<file path="config.mk">
export PLATFORM = sky130hd
export DESIGN_NAME = uart_rx_ovs
export DESIGN_NICKNAME = d
export VERILOG_FILES = /design/src/rtl/uart_rx_ovs.sv
export SDC_FILE = /design/constraint.sdc
export NUM_CORES = 1
export LEC_CHECK = 0
export ABC_AREA = 0
export BUFFER_PORTS_ARGS = -buffer_cell sky130_fd_sc_hd__buf_4
export CORE_MARGIN = 2
export CORE_UTILIZATION = 57
export DETAILED_ROUTE_END_ITERATION = 10
export GPL_TIMING_DRIVEN = 0
export PLACE_DENSITY = 0.85
export SYNTH_ARGS = -nofsm -noshare
export SYNTH_HDL_FRONTEND = slang
export SYNTH_SLANG_ARGS = --single-unit
</file>
<file path="constraint.sdc">
create_clock -name clk -period 2.3 [get_ports clk]
set_input_delay 0.345 -clock clk [delete_from_list [all_inputs] [get_ports clk]]
set_output_delay 0.345 -clock clk [all_outputs]
set_load 0.005 [all_outputs]
</file>
<file path="src/rtl/uart_rx_ovs.sv">
// uart_rx_ovs: oversampling UART receiver.
//   The serial input is synchronised, then each bit is sampled three times around its centre and
//   the majority value is kept. Frames carry a start bit, DATA_BITS data bits (LSB first), an
//   optional parity bit and STOP_BITS stop bits. A completed word is presented on data with a
//   valid/ready handshake, and error conditions are reported as one-cycle pulses.
// Ports:
//   clk        oversample clock (OVERSAMPLE x baud)
//   rst_n      asynchronous active-low reset
//   en         receiver enable; low aborts any frame and clears valid/flags
//   rx         asynchronous serial line, idle high
//   data       received word, held stable while valid is high
//   valid      word available
//   ready      consumer accepts the word when valid && ready
//   busy       frame in progress
//   frame_err  pulse: a stop bit was sampled low (frame dropped)
//   parity_err pulse: parity mismatch (frame dropped)
//   overrun    pulse: good frame completed while the previous word was still unaccepted
module uart_rx_ovs #(
   parameter int unsigned DATA_BITS  = 8,
   parameter int unsigned OVERSAMPLE = 16,
   parameter int unsigned PARITY     = 0,
   parameter int unsigned STOP_BITS  = 1
) (
   input  logic                 clk,
   input  logic                 rst_n,
   input  logic                 en,
   input  logic                 rx,
   output logic [DATA_BITS-1:0] data,
   output logic                 valid,
   input  logic                 ready,
   output logic                 busy,
   output logic                 frame_err,
   output logic                 parity_err,
   output logic                 overrun
);

   localparam int unsigned CntW = $clog2(OVERSAMPLE);
   localparam int unsigned IdxW = $clog2(DATA_BITS);
   localparam int unsigned Mid  = OVERSAMPLE / 2;

   localparam logic [CntW-1:0] CntLast = CntW'(OVERSAMPLE - 1);
   localparam logic [CntW-1:0] SmpA    = CntW'(Mid - 1);
   localparam logic [CntW-1:0] SmpB    = CntW'(Mid);
   localparam logic [CntW-1:0] SmpC    = CntW'(Mid + 1);
   localparam logic [IdxW-1:0] IdxLast = IdxW'(DATA_BITS - 1);

   typedef enum logic [2:0] {StIdle, StStart, StData, StParity, StStop} state_e;

   state_e                 state_q;
   logic                   meta_q, rs_q;
   logic [CntW-1:0]        cnt_q;
   logic [IdxW-1:0]        idx_q;
   logic                   stop_idx_q;
   logic [1:0]             smp_q;
   logic [DATA_BITS-1:0]   shift_q;
   logic                   par_q;
   logic                   stop_ok_q;
   logic                   done_q;
   logic                   armed_q;
   logic [DATA_BITS-1:0]   data_q;
   logic                   valid_q, ferr_q, perr_q, ovr_q;

   logic vote, at_vote, at_wrap, stop_last, par_ok;

   // Third sample is the live synchroniser output, taken at cnt = MID+1.
   assign vote      = (smp_q[0] & smp_q[1]) | (smp_q[0] & rs_q) | (smp_q[1] & rs_q);
   assign at_vote   = (cnt_q == SmpC);
   assign at_wrap   = (cnt_q == CntLast);
   assign stop_last = (stop_idx_q == 1'(STOP_BITS - 1));
   // Even: parity bit equals XOR of data; odd: its complement.
   assign par_ok    = (PARITY == 0) || (par_q == ((^shift_q) ^ 1'(PARITY == 1)));

   always_ff @(posedge clk or negedge rst_n) begin
      if (!rst_n) begin
         state_q    <= StIdle;
         meta_q     <= 1'b1;
         rs_q       <= 1'b1;
         cnt_q      <= '0;
         idx_q      <= '0;
         stop_idx_q <= 1'b0;
         smp_q      <= '0;
         shift_q    <= '0;
         par_q      <= 1'b0;
         stop_ok_q  <= 1'b0;
         done_q     <= 1'b0;
         armed_q    <= 1'b0;
         data_q     <= '0;
         valid_q    <= 1'b0;
         ferr_q     <= 1'b0;
         perr_q     <= 1'b0;
         ovr_q      <= 1'b0;
      end else begin
         meta_q <= rx;
         rs_q   <= meta_q;
         ferr_q <= 1'b0;
         perr_q <= 1'b0;
         ovr_q  <= 1'b0;
         done_q <= 1'b0;
         if (!en) begin
            state_q <= StIdle;
            cnt_q   <= '0;
            valid_q <= 1'b0;
            armed_q <= 1'b0;
         end else begin
            if (valid_q && ready) valid_q <= 1'b0;
            // Completion of the frame whose last stop vote was taken last cycle.
            if (done_q) begin
               if (!stop_ok_q) begin
                  ferr_q <= 1'b1;
               end else if (!par_ok) begin
                  perr_q <= 1'b1;
               end else if (valid_q && !ready) begin
                  ovr_q <= 1'b1;
               end else begin
                  data_q  <= shift_q;
                  valid_q <= 1'b1;
               end
            end
            if (state_q != StIdle) begin
               cnt_q <= at_wrap ? '0 : cnt_q + CntW'(1);
               if (cnt_q == SmpA) smp_q[0] <= rs_q;
               if (cnt_q == SmpB) smp_q[1] <= rs_q;
            end
            case (state_q)
               StIdle: begin
                  cnt_q <= '0;
                  if (rs_q) begin
                     armed_q <= 1'b1;
                  end else if (armed_q) begin
                     // The detecting cycle counts as cnt = 0 of the start bit.
                     armed_q <= 1'b0;
                     state_q <= StStart;
                     cnt_q   <= CntW'(1);
                  end
               end
               StStart: begin
                  if (at_vote && vote) begin
                     state_q <= StIdle;
                     cnt_q   <= '0;
                  end else if (at_wrap) begin
                     state_q <= StData;
                     idx_q   <= '0;
                  end
               end
               StData: begin
                  if (at_vote) shift_q <= {vote, shift_q[DATA_BITS-1:1]};
                  if (at_wrap) begin
                     if (idx_q == IdxLast) begin
                        state_q    <= (PARITY != 0) ? StParity : StStop;
                        stop_idx_q <= 1'b0;
                        stop_ok_q  <= 1'b1;
                     end else begin
                        idx_q <= idx_q + IdxW'(1);
                     end
                  end
               end
               StParity: begin
                  if (at_vote) par_q <= vote;
                  if (at_wrap) state_q <= StStop;
               end
               StStop: begin
                  if (at_vote) begin
                     stop_ok_q <= stop_ok_q & vote;
                     // Leave mid-bit so a slightly fast transmitter is not missed.
                     if (stop_last) begin
                        state_q <= StIdle;
                        cnt_q   <= '0;
                        done_q  <= 1'b1;
                     end
                  end else if (at_wrap) begin
                     stop_idx_q <= stop_idx_q + 1'b1;
                  end
               end
               default: state_q <= StIdle;
            endcase
         end
      end
   end

   assign data       = data_q;
   assign valid      = valid_q;
   assign busy       = (state_q != StIdle);
   assign frame_err  = ferr_q;
   assign parity_err = perr_q;
   assign overrun    = ovr_q;

endmodule

</file>
; ---- Word-level counts from Yosys, hierarchy flattened
; Cells that the tools add are included.
[op_classes]
n_addsub = 3
n_eq_ne = 26
muxes = 53
n_bitwise = 7
reduce_logical = 16
[ops]
columns = op, count
row1 = 3-bit 2-to-1 mux, 14
row2 = 1-bit 2-to-1 mux, 28
row3 = 4-bit 2-to-1 mux, 6
row4 = "3-bit inequality test, second input constant", 7
row5 = "2-bit inequality test, second input constant", 8
row6 = 3-bit one-hot mux with 5 select lines, 1
row7 = "4-bit == test, second input constant", 3
row8 = 4-bit one-hot mux with 3 select lines, 1
row9 = 6-bit AND reduction, 2
row10 = 3-bit AND reduction, 3
row11 = 8-bit AND reduction, 1
row12 = "3-bit by 2-bit == test with 1-bit output, second input constant", 2
row13 = "3-bit == test, second input constant", 2
row14 = 3-bit one-hot mux with 2 select lines, 1
row15 = 5-bit AND reduction, 1
row16 = "4-bit by 1-bit adder with 4-bit output, second input constant", 1
row17 = 1-bit AND, 4
row18 = "4-bit by 3-bit == test with 1-bit output, second input constant", 1
row19 = "4-bit inequality test, second input constant", 1
row20 = 1-bit one-hot mux with 2 select lines, 2
row21 = 4-bit AND reduction, 1
row22 = 2-bit nonzero test, 2
row23 = "3-bit by 1-bit adder with 3-bit output, second input constant", 1
row24 = "3-bit by 1-bit == test with 1-bit output, second input constant", 1
row25 = 8 further kinds, 11
[totals]
ff_bits = 37
out_inout_bits = 13

; ---- Logic depth before layout (Yosys ltp)
; Gate-level depths: netlist of run 1.
[depth]
word_depth = 7
mapped_depth = 5

; ---- Worst setup path after synthesis of run 1
; No wires, ideal clock.
[synth_path]
kind = flip-flop to flip-flop
start = reg idx_q[0]
end = reg idx_q[0]
arrival_ps = 1516
required_ps = 2175
setup_slack_ps = 659
stages_incl_launch_ff = 6
n_path_buf = 0
period_less_slack_ps = 1641
cell_sequence = dfrtp_1 -> ha_1 -> ha_1 -> nor3b_1 -> o2111a_1 -> mux2_2
[synth_between]
elab_chain_cells = 4
elab_cells_between_ends = 7
cone_classes = add/sub: 1 / eq/ne: 2 / mux: 3 / reduce/logical: 1
[synth_rtl]
columns = item, line_no
row1 = "start, declared", 52  ; logic [IdxW-1:0] idx_q;
row2 = "start signal, assigned", 153  ; idx_q <= idx_q + IdxW'(1);
row3 = 3-bit by 1-bit adder with 3-bit output, 153
row4 = 3-bit 2-to-1 mux, 148  ; if (idx_q == IdxLast) begin
row5 = 3-bit 2-to-1 mux, 147  ; if (at_wrap) begin
row6 = 3-bit one-hot mux with 2 select lines, 124  ; case (state_q)
; Parallel ways exist; a longest one is shown, timed or not. The select of a mux whose other input is x is not followed.
; A chain may end at the register's enable or synchronous reset.

; ---- Worst setup path after layout of run 1
[layout_path]
start = reg state_q[1]
end = out busy
[layout_between]
elab_chain_cells = 1
[layout_rtl]
columns = item, line_no
row1 = "start, declared", 49  ; state_e state_q;
row2 = "start signal, assigned", 75  ; state_q <= StIdle;
row3 = "start signal, assigned", 100  ; state_q <= StIdle;
row4 = "start signal, assigned", 132  ; state_q <= StStart;
row5 = 3-bit nonzero test, 182  ; assign busy = (state_q != StIdle);
row6 = "end, declared", 31  ; output logic busy,
; Every way passes these cells.

==> results.md, run 1 <==
- Outcome: finished clean
- Avg Cell Area, Syn: 12.1 sq um
- Area of the core: 3000 sq um
- Die H: 59.8 microns
- CP dominant cell by count: buf_4
- Final GP Congestion: 0.851
- Post-synth EDFFs: 0
- Area of the mapped netlist: 1770 sq um
- Gate Count Post-Synth: 146
- Setup bufs post-CTS: 0
- Iteration-0 DRC Markers: 64
- R2r setup slk: 470 ps
- Slew HR: 59.8%
- TritonCTS Buffers: 5
- Vias in the first global route: 1120
- IO buf count: 16
- DRC violations left: 0
- PD cells: 561 nW/um^2
- Final setup viols: 0
- Seq cells post-synth: 37
- Final Max Tran Viols: 0
- Largest net degree at the start of global routing: 38
- Io pins: 18
- Clock Path Buffers: 2
- Maximum vdd drop: 0.294 mV
- Max frequency: 0.509 GHz
- Netlist cell types: 46
- CTS tree: done
- Most frequent cells in the layout: dfrtp_1 (35), buf_4 (20), mux2_2 (18), inv_1 (11), nand2_1 (9)
- Post_cts resized: 0
- Initial cell density of the core: 59.0%
- Hold WC Path Type: primary input to register
- Final WL: 2920 microns
- Crit start category: register
- # fillers: 228
- Via count: 1172
- Max-Cap Viols: 0
- Critical path arrival: 1620 ps
- Worst-skew pair later-pin latency: 330 ps
- FFs w/ async S/R, synth: 100%
- RSZ-0062 raised after global routing: no
- NumNets Final: 180
- Sequential fraction of the synthesis area: 52.4%
- TNS Setup: 0 ps
- Commonest non-fill, non-tap cell in the layout: dfrtp_1
- Critical path's slowest cell: dfrtp_1
- Antenna-violating nets left: 0
- Remaining global-route overflow: 0
- Layout cell share with drive strength beyond 1: 32.9%
- Min cycle time layout: 1970 ps
- CP Cell Sequence: buf_4 > nor3_2 > inv_1 > buf_4
- Final Hold Viols: 0
- Clock Pin Slew Worst Setup and Hold Paths: 110 ps
- CTS H-tree lvls: 2
- Final period util: 85.5%
- CP endpoint kind: output port
- Worst Max-Slew Pin Slew: 594 ps
- Die Wd: 59.8 microns
- Setup CP Type: register to output port
- Final Non-Filler Cells: 203
- Post-Syn Nets: 156
- Diode count: 0
- Synth warn: 0
- HPWL Detailed: 2110 microns
- Slowest cell delay on critical path: 410 ps
- Die area: 3570 sq um
- Inst Count DP: 195
- Initial antenna violation count: 0
- Area Growth Syn to Fin: 13.8%
- Ys flop type: dfrtp_1
- Rows: 20
- CP bufs+invs: 3
- Pleak: 1.01 nW
- Crit Path Max Fanout: 10
- Vias per cell: 5.77
- Global-route wire length before repair: 4970 microns
- Root Driver: clkbuf_4
- Sink Count: 37
- Cts hold-fix bufs: 1
- CP required: 1960 ps
- CP top delay family: buffers and inverters
- DRT Pass-1 Iters: 4
- GR Util All Layers: 19.0%
- WL/cell: 14.4 microns
- Clk_skew: 10.8 ps
registers in the layout, indices dropped and copies added (netlist names):
signal / flops
frame_err: 1
armed_q: 1
valid: 1
idx_q: 3
data: 8
meta_q: 1
cnt_q: 4
stop_idx_q: 1
overrun: 1
stop_ok_q: 1
state_q: 3
shift_q: 8
rs_q: 1
done_q: 1
smp_q: 2
worst reg2reg max path, cell delays in order, from the launching register on:
cell	delay, ps
dfrtp_1	420
inv_1	100
ha_1	240
nor4bb_1	580
a21o_1	260
a221oi_1	100
per-layer routing:
metal	GRT usage [%]	vias up	wire, microns
li1	-	568	-
met1	24.9	559	1340
met2	29.0	39	1370
met3	5.41	6	157
met4	8.57	0	54
met5	0	-	0
cell usage after synthesis (all sizes together), types with 2 or more instances:
library cell	count	share of area, %
nor2b	3	1.1
dfrtp	35	49
dfstp	2	3.0
nor4bb	2	1.1
o31ai	3	1.3
buf	7	2.9
a221oi	3	1.5
ha	5	3.5
nor3b	3	2.2
inv	11	2.3
a2111o	2	1.3
a21oi	5	1.4
nand3	2	0.56
mux2i	2	1.1
a21o	2	0.85
nor3	3	1.1
nor2	4	0.85
mux2	18	11
nand2	9	1.9
o21ai	4	1.1
final timing paths:
kind	cells past startpoint	startpoint	to
max	4	state_q[1]$_DFFE_PN0P_	busy
min	1	rx	meta_q$_DFF_PN1_
max reg2reg	5	cnt_q[1]$_DFF_PN0_	cnt_q[1]$_DFF_PN0_
min reg2reg	0	meta_q$_DFF_PN1_	rs_q$_DFF_PN1_
max in group asynchronous	2	rst_n	rs_q$_DFF_PN1_
min in group asynchronous	2	rst_n	cnt_q[3]$_DFF_PN0_
final cells by class:
type | instances | area (sq um) | area share [%]
sequential | 37 | 928 | 46.1
clock buffer | 5 | 37.5 | 1.86
inverter | 11 | 41.3 | 2.05
tap | 33 | 41.3 | 2.05
clock inverter | 2 | 35.0 | 1.74
buffer | 8 | 55.1 | 2.73
multi-input combinational | 90 | 747 | 37.1
timing repair buffer | 17 | 130 | 6.46
stage by stage:
step	utilization, %	worst slack, ps	cell area, sq um	hold WS (ps)	power, mW
floorplan	-	659	1770	49.4	0.694
global placement	64.4	576	1930	323	0.719
detailed placement	64.4	528	1930	328	0.720
CTS	67.1	335	2020	102	1.14
global route	67.1	177	2020	88.9	1.18
finish	67.1	334	2020	119	1.13
where the power goes:
group | internal, mW | leakage (nW) | switching, mW | total, mW
sequential | 0.656 | 0.493 | 0.00352 | 0.660
combinational | 0.0166 | 0.474 | 0.0312 | 0.0478
clock | 0.221 | 0.0410 | 0.202 | 0.423
total | 0.894 | 1.01 | 0.237 | 1.13
logic make-up (layout without fill, tap and decap cells):
kind of cell,after synthesis,after routing,synth area share [%]
fa+ha+maj,6,6,4.10
compound gates,26,26,10.9
mux,20,20,12.6
flops,37,37,52.4
other cells,1,1,0.212
xor+xnor,1,1,0.494
simple gates,36,36,13.9
buf+inv,19,43,5.44
Power figures use the tool's default switching activity.
==> inputs of run 2 (changes only) <==
--- a/config.mk
+++ b/config.mk
@@ -7,10 +7,11 @@
 export LEC_CHECK = 0
 export ABC_AREA = 0
 export BUFFER_PORTS_ARGS = -buffer_cell sky130_fd_sc_hd__buf_4
-export CORE_MARGIN = 2
+export CORE_MARGIN = 5
 export CORE_UTILIZATION = 57
 export DETAILED_ROUTE_END_ITERATION = 10
 export GPL_TIMING_DRIVEN = 0
+export HOLD_SLACK_MARGIN = 0.12
 export PLACE_DENSITY = 0.85
 export SYNTH_ARGS = -nofsm -noshare
 export SYNTH_HDL_FRONTEND = slang
==> run 2 against run 1 <==
Global-route usage shrank 1.4 points. Worst setup slack got worse by 110 ps. Non-clock buffer count increased by 1. Sequential power barely moved. Combinational power grew 5.0%. Flip-flop and latch count unchanged. Routed wire length grew 12%. Critical path depth stayed put. Critical path type unchanged. Register-to-register slack improved by 20 ps.
==> results.md, run 2 (synthesis results as in run 1) <==
- Sink Count: 37 (unchanged)
- Area of the core: 3030 sq um (was 3000 sq um)
- Largest net degree at the start of global routing: 38 (unchanged)
- Min cycle time layout: 2070 ps (was 1970 ps)
- PD cells: 583 nW/um^2 (was 561 nW/um^2)
- Tot Pwr: 1.20 mW (was 1.13 mW)
- NumNets Final: 181 (was 180)
- Maximum vdd drop: 0.409 mV (was 0.294 mV)
- Max frequency: 0.483 GHz (was 0.509 GHz)
- Area Growth Syn to Fin: 16.0% (was 13.8%)
- Diode count: 0 (unchanged)
- Outcome: finished clean (unchanged)
- TritonCTS Buffers: 5 (unchanged)
- Final WL: 3280 microns (was 2920 microns)
- HPWL Detailed: 2310 microns (was 2110 microns)
- Utilization after layout: 67.9% (was 67.1%)
- Clk_skew: 15.1 ps (was 10.8 ps)
- Global-route wire length before repair: 5600 microns (was 4970 microns)
- RSZ-0062 raised after global routing: no (unchanged)
- WL/cell: 15.2 microns (was 14.4 microns)
- TNS Setup: 0 ps (unchanged)
- CP endpoint kind: output port (unchanged)
- CTS tree: done (unchanged)
- Worst Max-Slew Pin Slew: 572 ps (was 594 ps)
- Die Wd: 65.8 microns (was 59.8 microns)
- CP required: 1960 ps (about the same)
- Die H: 65.8 microns (was 59.8 microns)
- Hold WC Path Type: primary input to register (unchanged)
- IO buf count: 16 (unchanged)
- Root Driver: clkbuf_4 (unchanged)
- Final GP Congestion: 0.876 (was 0.851)
- GR Util All Layers: 17.5% (was 19.0%)
- Io pins: 18 (unchanged)
- Crit start category: register (unchanged)
- Vias per cell: 5.61 (was 5.77)
- Setup CP Type: register to output port (unchanged)
- Final Hold Viols: 0 (unchanged)
- Initial antenna violation count: 0 (unchanged)
- WHS: 224 ps (was 119 ps)
- Critical path arrival: 1730 ps (was 1620 ps)
- CTS H-tree lvls: 2 (unchanged)
- R2r setup slk: 490 ps (was 470 ps)
- Slew HR: 61.3% (was 59.8%)
- Via count: 1211 (was 1172)
- Cts hold-fix bufs: 2 (was 1)
- Die area: 4320 sq um (was 3570 sq um)
- Pleak: 1.02 nW (was 1.01 nW)
- Clock Path Buffers: 2 (unchanged)
- Most frequent cells in the layout: dfrtp_1 (35), buf_4 (20), mux2_2 (18), inv_1 (11), nand2_1 (9) (unchanged)
- Max-Cap Viols: 0 (unchanged)
- Final setup viols: 0 (unchanged)
- DRC violations left: 0 (unchanged)
- Clock Pin Slew Worst Setup and Hold Paths: 120 ps (was 110 ps)
- Final period util: 90.1% (was 85.5%)
- Antenna-violating nets left: 0 (unchanged)
- Final Max Tran Viols: 0 (unchanged)
- Setup bufs post-CTS: 0 (unchanged)
- Dpl cell area: 1950 sq um (was 1930 sq um)
- Post_cts resized: 0 (unchanged)
- Vias in the first global route: 1225 (was 1120)
- Initial cell density of the core: 58.5% (was 59.0%)
- Remaining global-route overflow: 0 (unchanged)
- Crit Path Max Fanout: 10 (unchanged)
- Layout cell share with drive strength beyond 1: 33.1% (was 32.9%)
- Post-layout instance area: 2060 sq um (was 2020 sq um)
- Iteration-0 DRC Markers: 75 (was 64)
- DRT Pass-1 Iters: 5 (was 4)
- Commonest non-fill, non-tap cell in the layout: dfrtp_1 (unchanged)
- Worst-skew pair later-pin latency: 370 ps (was 330 ps)
- Rows: 20 (unchanged)
-- run 2: cell types whose count changed in the layout (fill, tap and decap cells not counted), sizes merged --
cell and delta:
clkbuf +1, clkinv -1, clkinvlp +1, dlygate4sd3 +1
-- run 2: cell type report --
cell class	instances	area, sq um
fill	214	972
sequential	37	928
multi-input combinational	90	747
timing repair buffer	18	140
buffer	8	55.1
tap	44	55.1
clock buffer	6	51.3
inverter	11	41.3
clock inverter	2	37.5
-- run 2: final timing paths --
| check | startpoint | to | cells past startpoint |
|---|---|---|---|
| hold / removal | en | frame_err$_DFF_PN0_ | 3 |
| min in group asynchronous | rst_n | cnt_q[3]$_DFF_PN0_ | 2 |
| hold reg to reg | meta_q$_DFF_PN1_ | rs_q$_DFF_PN1_ | 0 |
| max in group asynchronous | rst_n | rs_q$_DFF_PN1_ | 2 |
| setup reg to reg | cnt_q[1]$_DFF_PN0_ | cnt_q[1]$_DFF_PN0_ | 5 |
| setup / recovery | state_q[1]$_DFFE_PN0P_ | busy | 4 |
-- run 2: power by group --
group	internal (mW)	leakage, nW	switching, mW	total [mW]
logic	0.0177	0.478	0.0324	0.0502
clock network	0.258	0.0445	0.231	0.489
registers	0.656	0.493	0.00350	0.660
-- run 2: worst max-delay path: stages, from the launching register on --
cell,delay [ps]
dfrtp_1,410
buf_4,180
nor3_2,450
inv_1,150
buf_4,170
-- run 2: layer usage --
metal  GRT usage [%]  wire length [microns]  vias to the layer above
li1                -                      -                      578
met1            21.9                   1370                      589
met2            26.8                   1600                       36
met3            4.44                    212                        8
met4            11.4                     94                        0
met5               0                      0                        -
-- run 2: metrics by stage --
stage | std cells | setup slack (ps)
2_1_floorplan | 146 | 659
3_3_place_gp | 206 | 575
4_1_cts | 216 | 253
3_5_place_dp | 206 | 506
6_report | 216 | 228
5_1_grt | 216 | 131
==> inputs of run 3 (changes only) <==
--- a/config.mk
+++ b/config.mk
@@ -7,6 +7,7 @@
 export LEC_CHECK = 0
 export ABC_AREA = 0
 export BUFFER_PORTS_ARGS = -buffer_cell sky130_fd_sc_hd__buf_4
+export CORE_ASPECT_RATIO = 1.2
 export CORE_MARGIN = 5
 export CORE_UTILIZATION = 57
 export DETAILED_ROUTE_END_ITERATION = 10
==> run 3 against run 2 <==
Flip-flop and latch count is the same. Sequential share of layout area rose by 0.22 points. First-iteration DRC count is 57% lower. Sequential power about the same. Critical path type unchanged. Highest routed layer unchanged.
==> results.md, run 3 (synthesis results as in run 1) <==
- Outcome: finished clean (unchanged)
- RSZ-0062 raised after global routing: no (unchanged)
- CP bufs+invs: 3 (unchanged)
- Register area: 928 sq um (unchanged)
- Most frequent cells in the layout: dfrtp_1 (35), buf_4 (20), mux2_2 (18), inv_1 (11), nand2_1 (9) (unchanged)
- Final WL: 3060 microns (was 3280 microns)
- Clk_skew: 8.01 ps (was 15.1 ps)
- Worst Max-Slew Pin Slew: 542 ps (was 572 ps)
- Clock Path Buffers: 2 (unchanged)
- Worst-skew pair later-pin latency: 350 ps (was 370 ps)
- Die H: 71.1 microns (was 65.8 microns)
- Die Wd: 60.9 microns (was 65.8 microns)
- CP top delay family: buffers and inverters (unchanged)
- PD cells: 580 nW/um^2 (was 583 nW/um^2)
- CTS tree: done (unchanged)
- Root Driver: clkbuf_4 (unchanged)
- Crit Path Max Fanout: 10 (unchanged)
- CP dominant cell by count: buf_4 (unchanged)
- Final Non-Filler Cells: 208 (was 216)
- Setup bufs post-CTS: 0 (unchanged)
- Min cycle time layout: 1980 ps (was 2070 ps)
- Remaining global-route overflow: 0 (unchanged)
- Io pins: 18 (unchanged)
- Final period util: 85.9% (was 90.1%)
- Iteration-0 DRC Markers: 32 (was 75)
- R2r setup slk: 510 ps (was 490 ps)
- Sink Count: 37 (unchanged)
- Initial cell density of the core: 58.5% (unchanged)
- Inst Count DP: 198 (was 206)
- Largest net degree at the start of global routing: 38 (unchanged)
- Crit start category: register (unchanged)
- Vias in the first global route: 1194 (was 1225)
- Worst setup margin: 324 ps (was 228 ps)
- TNS Setup: 0 ps (unchanged)
- Worst path depth: 4 (unchanged)
- HPWL Detailed: 2300 microns (was 2310 microns)
- Worst reg2reg path startpoint: idx_q[0]$_DFFE_PN0P_ (was cnt_q[1]$_DFF_PN0_)
- GR Util met2: 25.7% (was 26.8%)
- WL/cell: 14.7 microns (was 15.2 microns)
- CP endpoint kind: output port (unchanged)
- Rows: 22 (was 20)
- CTS H-tree lvls: 2 (unchanged)
- GR Util All Layers: 16.5% (was 17.5%)
- Initial antenna violation count: 0 (unchanged)
- Cts hold-fix bufs: 2 (unchanged)
- Met1 global-route usage: 21.3% (was 21.9%)
- Max frequency: 0.506 GHz (was 0.483 GHz)
- Final GP Congestion: 0.803 (was 0.876)
- Routing usage on met3: 5.47% (was 4.44%)
- CP required: 1960 ps (about the same)
- Clock Pin Slew Worst Setup and Hold Paths: 110 ps (was 120 ps)
- Max-Cap Viols: 0 (unchanged)
- Critical path's slowest cell: nor3_2 (unchanged)
- Area of the core: 3030 sq um (unchanged)
- Footprint of the multi-input gates: 747 sq um (unchanged)
- TritonCTS Buffers: 5 (unchanged)
- Pleak: 1.02 nW (unchanged)
- Final setup viols: 0 (unchanged)
- Vias per cell: 5.54 (was 5.61)
- CP endpoint: busy (unchanged)
- Commonest non-fill, non-tap cell in the layout: dfrtp_1 (unchanged)
- Final Max Tran Viols: 0 (unchanged)
- Hold WC Path Type: primary input to register (unchanged)
- Slowest cell delay on critical path: 410 ps (was 450 ps)
- DRT Pass-1 Iters: 4 (was 5)
- Worst R2R Path Depth: 5 (unchanged)
- Final Hold Viols: 0 (unchanged)
- Maximum vdd drop: 0.522 mV (was 0.409 mV)
- DP Worst Slack: 517 ps (was 506 ps)
- DRC violations left: 0 (unchanged)
- Layout cell share with drive strength beyond 1: 33.1% (unchanged)
- Via count: 1153 (was 1211)
- Antenna-violating nets left: 0 (unchanged)
- CP Cell Sequence: buf_4 > nor3_2 > inv_1 > buf_4 (unchanged)
- Global-route wire length before repair: 5400 microns (was 5600 microns)
- Slew HR: 63.4% (was 61.3%)
- Area Growth Syn to Fin: 15.5% (was 16.0%)
- Die area: 4330 sq um (was 4320 sq um)
- Critical path arrival: 1630 ps (was 1730 ps)
- Critical Path Source: state_q[1]$_DFFE_PN0P_ (unchanged)
- # fillers: 235 (was 214)
- FF-to-FF End: idx_q[0]$_DFFE_PN0P_ (was cnt_q[1]$_DFF_PN0_)
- Diode count: 0 (unchanged)
- IO buf count: 16 (unchanged)
- NumNets Final: 181 (unchanged)
- Most Crowded Layer GR: met2 (unchanged)
- Post_cts resized: 0 (unchanged)
- Setup CP Type: register to output port (unchanged)
-- run 3: cell counts in the layout (fill, tap and decap cells not counted) --
Identical to the previous run, type by type.
-- run 3: area by class of cell --
cell class	instances	share of cell area, %
Buffer	8	2.69
Clock buffer	6	2.51
Clock inverter	2	1.83
Inverter	11	2.02
Multi-Input combinational cell	90	36.5
Sequential cell	37	45.4
Tap cell	36	2.20
Timing Repair Buffer	18	6.85
-- run 3: power breakdown --
part	total (mW)	switching [mW]	internal (mW)
Sequential	0.660	0.00357	0.656
Clock	0.476	0.218	0.258
Combinational	0.0496	0.0318	0.0177
-- run 3: metal layers --
| metal | up-vias | part of all wire, % |
|---|---|---|
| met5 | - | 0 |
| met4 | 0 | 1.3 |
| met3 | 4 | 6.1 |
| met2 | 26 | 50 |
| met1 | 549 | 42 |
| li1 | 574 | - |
-- run 3: metrics by stage --
stage               total power, mW  cell area [sq um]  hold WS, ps  utilization (%)
finish                         1.19               2050          248             67.6
global route                   1.24               2050          230             67.6
CTS                            1.20               2050          234             67.6
detailed placement            0.720               1940          326             64.0
global placement              0.718               1940          318             64.0
floorplan                     0.694               1770         49.4                -
-- run 3: worst reg2reg max path, cell delays in order, from the launching register on --
cell and delay, ps:
dfrtp_1 420, ha_1 210, ha_1 210, nor3b_1 210, o2111a_1 290, mux2_2 360
-- run 3: worst min-delay path by stage --
stage | endpoint | slack (ps) | cells after the start | startpoint
after floorplan | armed_q$_DFFE_PN0N_ | 50 | 0 | rst_n
after global placement | data[5]$_DFFE_PN0P_ | 320 | 1 | rst_n
after detailed placement | data[4]$_DFFE_PN0P_ | 330 | 1 | rst_n
after CTS | frame_err$_DFF_PN0_ | 230 | 3 | en
after global routing | frame_err$_DFF_PN0_ | 230 | 3 | en
final | frame_err$_DFF_PN0_ | 250 | 3 | en
